## config.mk

```make
export PLATFORM = sky130hd
export DESIGN_NAME = fetch_unit
export DESIGN_NICKNAME = d
export VERILOG_FILES = /design/src/rtl/fetch_unit_pkg.sv /design/src/rtl/fetch_fifo.sv /design/src/rtl/fetch_unit.sv
export SDC_FILE = /design/constraint.sdc
export NUM_CORES = 1
export LEC_CHECK = 0
export CORE_MARGIN = 4
export CORE_UTILIZATION = 40
export DETAILED_ROUTE_END_ITERATION = 10
export PLACE_DENSITY = 0.64
export SLEW_MARGIN = 40
export SYNTH_ARGS = -nofsm -noshare
export SYNTH_HDL_FRONTEND = slang
export SYNTH_SLANG_ARGS = --single-unit
export TNS_END_PERCENT = 30
```

## constraint.sdc

```tcl
create_clock -name I_clk -period 8.55 [get_ports I_clk]
set_input_delay 1.71 -clock I_clk [delete_from_list [all_inputs] [get_ports I_clk]]
set_output_delay 1.71 -clock I_clk [all_outputs]
set_load 0.01 [all_outputs]
```

## src/rtl/fetch_unit_pkg.sv

```systemverilog
// Shared definitions for the instruction fetch stage: reset PC default,
// word widths, fetch FSM encoding and the buffered fetch entry layout.
package fetch_unit_pkg;

  localparam int unsigned XLEN    = 32;
  localparam int unsigned INSTR_W = 32;

  localparam logic [XLEN-1:0] RESET_PC_DEFAULT = 32'h0000_0000;

  typedef enum logic {
    FETCH_IDLE = 1'b0,
    FETCH_REQ  = 1'b1
  } fetch_state_t;

  typedef struct packed {
    logic [XLEN-1:0]    pc;
    logic [INSTR_W-1:0] instr;
  } fetch_entry_t;

  localparam int unsigned ENTRY_W = $bits(fetch_entry_t);

  function automatic logic [XLEN-1:0] align_word(input logic [XLEN-1:0] addr);
    return {addr[XLEN-1:2], 2'b00};
  endfunction

endpackage

```

## src/rtl/fetch_fifo.sv

```systemverilog
// Small synchronous FIFO with flush; the head is presented combinationally
// and reads as zero while empty.
module fetch_fifo
  import fetch_unit_pkg::*;
#(
  parameter int unsigned DEPTH = 2,
  parameter int unsigned WIDTH = ENTRY_W,
  localparam int unsigned PTR_W = $clog2(DEPTH),
  localparam int unsigned CNT_W = PTR_W + 1
) (
  input  logic             I_clk,
  input  logic             I_reset_n,
  input  logic             I_flush,
  input  logic             I_push,
  input  logic             I_pop,
  input  logic [WIDTH-1:0] I_data,
  output logic [WIDTH-1:0] O_data,
  output logic [CNT_W-1:0] O_count,
  output logic             O_full,
  output logic             O_empty
);

  logic [WIDTH-1:0] mem_q [DEPTH];
  logic [PTR_W-1:0] wr_ptr_q, wr_ptr_d;
  logic [PTR_W-1:0] rd_ptr_q, rd_ptr_d;
  logic [CNT_W-1:0] count_q, count_d;

  // NOTE: every always_comb output gets a default first so no path can infer a latch.
  always_comb begin
    wr_ptr_d = wr_ptr_q;
    rd_ptr_d = rd_ptr_q;
    count_d  = count_q;
    if (I_flush) begin
      wr_ptr_d = '0;
      rd_ptr_d = '0;
      count_d  = '0;
    end else begin
      // Power-of-two depth lets the pointers wrap by plain overflow.
      if (I_pop)  rd_ptr_d = rd_ptr_q + PTR_W'(1);
      if (I_push) wr_ptr_d = wr_ptr_q + PTR_W'(1);
      count_d = count_q + CNT_W'(I_push) - CNT_W'(I_pop);
    end
  end

  // NOTE: sequential state uses non-blocking assignments only.
  always_ff @(posedge I_clk) begin
    if (!I_reset_n) begin
      wr_ptr_q <= '0;
      rd_ptr_q <= '0;
      count_q  <= '0;
    end else begin
      wr_ptr_q <= wr_ptr_d;
      rd_ptr_q <= rd_ptr_d;
      count_q  <= count_d;
    end
  end

  // NOTE: storage is not reset; count and pointers alone define which entries are live.
  always_ff @(posedge I_clk) begin
    if (I_push) mem_q[wr_ptr_q] <= I_data;
  end

  assign O_empty = (count_q == '0);
  assign O_full  = (count_q == CNT_W'(DEPTH));
  assign O_count = count_q;
  assign O_data  = O_empty ? '0 : mem_q[rd_ptr_q];

endmodule

```

## src/rtl/fetch_unit.sv

```systemverilog
// Instruction fetch stage: PC, single-outstanding bus read FSM, redirect
// handling with drop of stale responses, and a buffer towards the decoder.
module fetch_unit
  import fetch_unit_pkg::*;
#(
  parameter logic [31:0] RESET_PC   = RESET_PC_DEFAULT,
  parameter int unsigned FIFO_DEPTH = 2
) (
  input  logic        I_clk,
  input  logic        I_reset_n,
  output logic        O_bus_req,
  output logic [31:0] O_bus_addr,
  input  logic        I_bus_ack,
  input  logic [31:0] I_bus_data,
  input  logic        I_redirect,
  input  logic [31:0] I_redirect_pc,
  output logic [31:0] O_instr,
  output logic [31:0] O_pc,
  output logic        O_valid,
  input  logic        I_ready,
  output logic        O_misaligned
);

  localparam int unsigned CNT_W = $clog2(FIFO_DEPTH) + 1;

  fetch_state_t     state_q, state_d;
  logic [31:0]      pc_q, pc_d;        // next address to request
  logic [31:0]      addr_q, addr_d;    // address of the request on the bus
  logic             drop_q, drop_d;
  logic             misaligned_q, misaligned_d;

  logic             acked, push, pop, can_issue;
  logic [31:0]      base_pc;
  logic [CNT_W-1:0] fifo_count, count_after;
  logic             fifo_full, fifo_empty;
  fetch_entry_t     push_entry, head_entry;

  assign pop        = !fifo_empty && I_ready;
  assign push_entry = '{pc: addr_q, instr: I_bus_data};

  always_comb begin
    state_d      = state_q;
    pc_d         = pc_q;
    addr_d       = addr_q;
    drop_d       = drop_q;
    misaligned_d = misaligned_q;
    base_pc      = pc_q;

    acked = (state_q == FETCH_REQ) && I_bus_ack;
    push  = acked && !drop_q && !I_redirect && (!fifo_full || pop);

    if (I_redirect) begin
      base_pc      = align_word(I_redirect_pc);
      pc_d         = base_pc;
      misaligned_d = (I_redirect_pc[1:0] != 2'b00);
      // The pending request must still finish on the bus; its data is stale.
      if (state_q == FETCH_REQ && !I_bus_ack) drop_d = 1'b1;
    end

    count_after = I_redirect ? '0 : fifo_count + CNT_W'(push) - CNT_W'(pop);
    can_issue   = (count_after < CNT_W'(FIFO_DEPTH)) && !misaligned_d;

    case (state_q)
      FETCH_IDLE: begin
        if (can_issue) begin
          state_d = FETCH_REQ;
          addr_d  = base_pc;
          pc_d    = base_pc + 32'd4;
        end
      end
      FETCH_REQ: begin
        if (acked) begin
          drop_d = 1'b0;
          if (can_issue) begin
            addr_d = base_pc;
            pc_d   = base_pc + 32'd4;
          end else begin
            state_d = FETCH_IDLE;
          end
        end
      end
      default: state_d = FETCH_IDLE;
    endcase
  end

  always_ff @(posedge I_clk) begin
    if (!I_reset_n) begin
      state_q      <= FETCH_IDLE;
      pc_q         <= RESET_PC;
      addr_q       <= '0;
      drop_q       <= 1'b0;
      misaligned_q <= 1'b0;
    end else begin
      state_q      <= state_d;
      pc_q         <= pc_d;
      addr_q       <= addr_d;
      drop_q       <= drop_d;
      misaligned_q <= misaligned_d;
    end
  end

  fetch_fifo #(
    .DEPTH (FIFO_DEPTH),
    .WIDTH (ENTRY_W)
  ) u_fifo (
    .I_clk     (I_clk),
    .I_reset_n (I_reset_n),
    .I_flush   (I_redirect),
    .I_push    (push),
    .I_pop     (pop),
    .I_data    (push_entry),
    .O_data    (head_entry),
    .O_count   (fifo_count),
    .O_full    (fifo_full),
    .O_empty   (fifo_empty)
  );

  assign O_bus_req    = (state_q == FETCH_REQ);
  assign O_bus_addr   = addr_q;
  assign O_valid      = !fifo_empty;
  assign O_instr      = head_entry.instr;
  assign O_pc         = head_entry.pc;
  assign O_misaligned = misaligned_q;

endmodule

```

==> results.cfg <==
[hold_path]
hold_depth = 1
hp-class = reg -> reg
hold_end = pc_q[1]
hold_start = pc_q[1]

[timing]
rsz0062_at_grt = false
worst_slew_pin_slew_ns = 0.822
fin_crit_sh_pct = 50.1
post-route-min-period_ns = 4.28
fin_ws_ns = 4.27
finalHoldViolCount = 0
slew_viol_final = 0
max_freq_mhz = 233
slew_headroom_pct = 45.2
setup_tns_ns = 0
fin_skew_ns = 0.0143
setup_viol = 0

[logic_synthesis]
synth_area_leaders = edfxtp_1, dfxtp_1, mux2i_1
yosysSeqAreaShare_pct = 63.1
ys_seq_elements = 200
synth_cell_types = 59
synth_edf_count = 128
yosys-top-cells-count = edfxtp_1, nor2_1, mux2i_1
syn_inst = 673
yosysTopAreaCell = edfxtp_1
yosysMostFrequentCell = edfxtp_1
synth-main-ff-cell = edfxtp_1
syn_nets = 745
syn_area_mm2 = 0.00837
ys_async_sr_fraction_pct = 0
synth_top_area_share_pct = 45.9
avgSynthCellArea_um2 = 12.4
ys_warn_count = 0

[placed_design]
pre_cts_ws_ns = 3.81
port_buffers = 167
placed_area_mm2 = 0.0104
finalWeightedCongestion = 0.832
place_hpwl_um = 13800

[worst_setup_path]
reg2reg_slack_ns = 5.07
worst_setup_path_end_kind = flip-flop
worstPathMaxFanout = 14
r2r_start = u_fifo.O_count[1]
crit_family = simple AND/OR/NAND/NOR gates
ff2ff_path_depth = 12
worstReg2RegEnd = pc_q[28]
max_stage_delay_ns = 0.62
worst_path_max_delay_cell = a2111oi_2
critPathKind = in -> reg
worst-path-buf-inv = 1
startpoint_type = input port
path_depth = 9
path_cells = clkdlybuf4s50_1 -> nor2_1 -> a2111oi_2 -> ha_1 -> xnor3_1 -> or2_2 -> nand3_1 -> nor4_1 -> mux2i_1
cp.arrival_ns = 4.64
cp.required_ns = 8.91

[cts]
numClockSinks = 200
cts_tree = yes
insertion_delay_ns = 0.43
cts_hold_buf = 0
cts_resized = 0
post-cts-setup-buffer-count = 0
cts_root_buf = clkbuf_16
htreeDepth = 4
cts_buffers = 17
cts.path.max_buffers = 2
clkTransAtPathRegs_ns = 0.07

[floorplanning]
start_util_pct = 41.0
core-area_mm2 = 0.0204
die_w_um = 153
die-area_mm2 = 0.0233
die_h_um = 153
fp-row-count = 52
ios = 168

[detailed_routing]
vias = 5768
drc = 0
dr.pass1.iters = 5
drtAntennaViolNets = 0
vias_per_cell = 5.18
wirelength_um = 19400
wl_per_cell_um = 17.4
drt-initial-drc-count = 222

[global_routing]
first_global_vias = 5807
gr-total-overflow = 0
antenna_found_initial = 0
grt_pass1_wl_um = 30700
grt.total_usage_pct = 16.3
grt_max_degree = 69

[power]
internal_power_mw = 1.59
p_sw_share_pct = 23.6
leakage_nw = 3.63
ir_drop_mv = 0.136
p_clk_share_pct = 37.0
switchingPower_mw = 0.491
p_per_area_mw_per_mm2 = 190
p_comb_share_pct = 10.4
p_seq_share_pct = 52.6

[status]
status = complete, no violations

[flow_run]
max-cap-violations = 0

[finish]
final_nets = 902
final_area_mm2 = 0.0109
drive_gt1_share_pct = 8.54
insertedDiodeCount = 0
area_growth_pct = 30.8
-- how the worst max path moves through the flow --
stage                    endpoint  slack (ns)       start
3_3_place_gp              pc_q[4]        3.81     I_ready
3_5_place_dp             pc_q[28]        3.81     I_ready
4_1_cts                  pc_q[28]        4.29     I_ready
2_1_floorplan  u_fifo.mem_q[0][0]        2.59  I_redirect
6_report                 pc_q[28]        4.27     I_ready
5_1_grt                  pc_q[24]        4.02     I_ready
-- final cells by class --
cell class / count / area [um^2]
clock inverters: 11 / 83.8
repair buffers: 177 / 1820
multi-input cells: 428 / 2910
flip-flops and latches: 200 / 5290
clock buffers: 21 / 483
fillers: 1770 / 9480
well taps: 270 / 338
inverters: 6 / 22.5
-- flip-flops by register name, summed over array words and instances, names as in the netlist, named ones only --
name	flops
u_fifo.O_count	2
u_fifo.mem_q	128
O_misaligned	1
u_fifo.rd_ptr_q	1
u_fifo.wr_ptr_q	1
O_bus_addr	32
drop_q	1
pc_q	32
O_bus_req	1
-- metrics by stage --
stage | utilization, % | cells | total power, mW | hold slack [ns]
floorplan | - | 673 | 1.21 | 0.429
global placement | 50.2 | 1075 | 1.32 | 0.442
detailed placement | 50.8 | 1081 | 1.33 | 0.449
CTS | 53.6 | 1113 | 2.10 | 0.472
global route | 53.6 | 1113 | 2.16 | 0.493
finish | 53.6 | 1113 | 2.08 | 0.469
-- worst reg2reg max path: stages, from the launching register on --
cell,delay [ns]
dfxtp_1,0.36
nor2_4,0.11
buf_4,0.53
inv_1,0.14
and2_1,0.22
ha_1,0.27
inv_1,0.04
ha_1,0.17
xnor3_1,0.24
or2_2,0.19
nand3_1,0.42
nor4_1,0.49
mux2i_1,0.23
-- power groups by stage --
| stage | combinational [mW] | sequential, mW | clock, mW |
|---|---|---|---|
| after floorplan | 0.0984 | 1.11 | 0 |
| after global placement | 0.205 | 1.11 | 0 |
| after detailed placement | 0.217 | 1.12 | 0 |
| after CTS | 0.218 | 1.09 | 0.790 |
| after global routing | 0.235 | 1.10 | 0.830 |
| final | 0.216 | 1.09 | 0.769 |
-- cells in the final DEF, fill, tap and decap left out, types with 3 or more instances in the layout --
master | synthesis | routed
or3_1 | 3 | 3
ha_1 | 3 | 3
o22ai_1 | 3 | 3
nand3_1 | 12 | 12
dfxtp_1 | 72 | 71
inv_1 | 5 | 5
xnor2_1 | 3 | 3
and2_1 | 7 | 6
nor4_1 | 8 | 7
buf_4 | 0 | 4
clkbuf_16 | 0 | 19
nand2_1 | 31 | 31
buf_12 | 0 | 3
o21ai_0 | 3 | 3
nand2b_1 | 10 | 10
nor3_1 | 15 | 15
inv_6 | 0 | 6
nand3b_1 | 3 | 3
a21oi_1 | 14 | 14
clkdlybuf4s50_1 | 0 | 165
or2_2 | 3 | 3
edfxtp_1 | 128 | 128
mux2_2 | 8 | 8
o31a_1 | 3 | 3
o21a_1 | 3 | 3
nand4_1 | 5 | 5
nor3b_1 | 6 | 6
mux2i_1 | 94 | 94
nor2_1 | 119 | 117
xor2_1 | 5 | 5
a211oi_1 | 27 | 27
nor4_2 | 2 | 3
a31oi_1 | 4 | 4
-- logic make-up after synthesis --
family                     after synthesis  synth area share, %
buffers and inverters                   45                 2.48
xor gates and xnor gates                 9                 1.11
and+or+nand+nor                        241                 14.2
adders and majority gates                3                0.448
DFF                                    200                 63.1
muxes                                  102                 12.3
AOI/OAI and AO/OA                       73                 6.31
-- metal layers --
layer	up-vias	routed length, um	GRT usage, %
li1	2795	-	-
met2	180	9140	26.6
met5	-	0	0
met1	2763	8730	21.8
met4	0	425	5.73
met3	30	1060	3.52
Note: power is estimated with default switching activity, not from simulation.
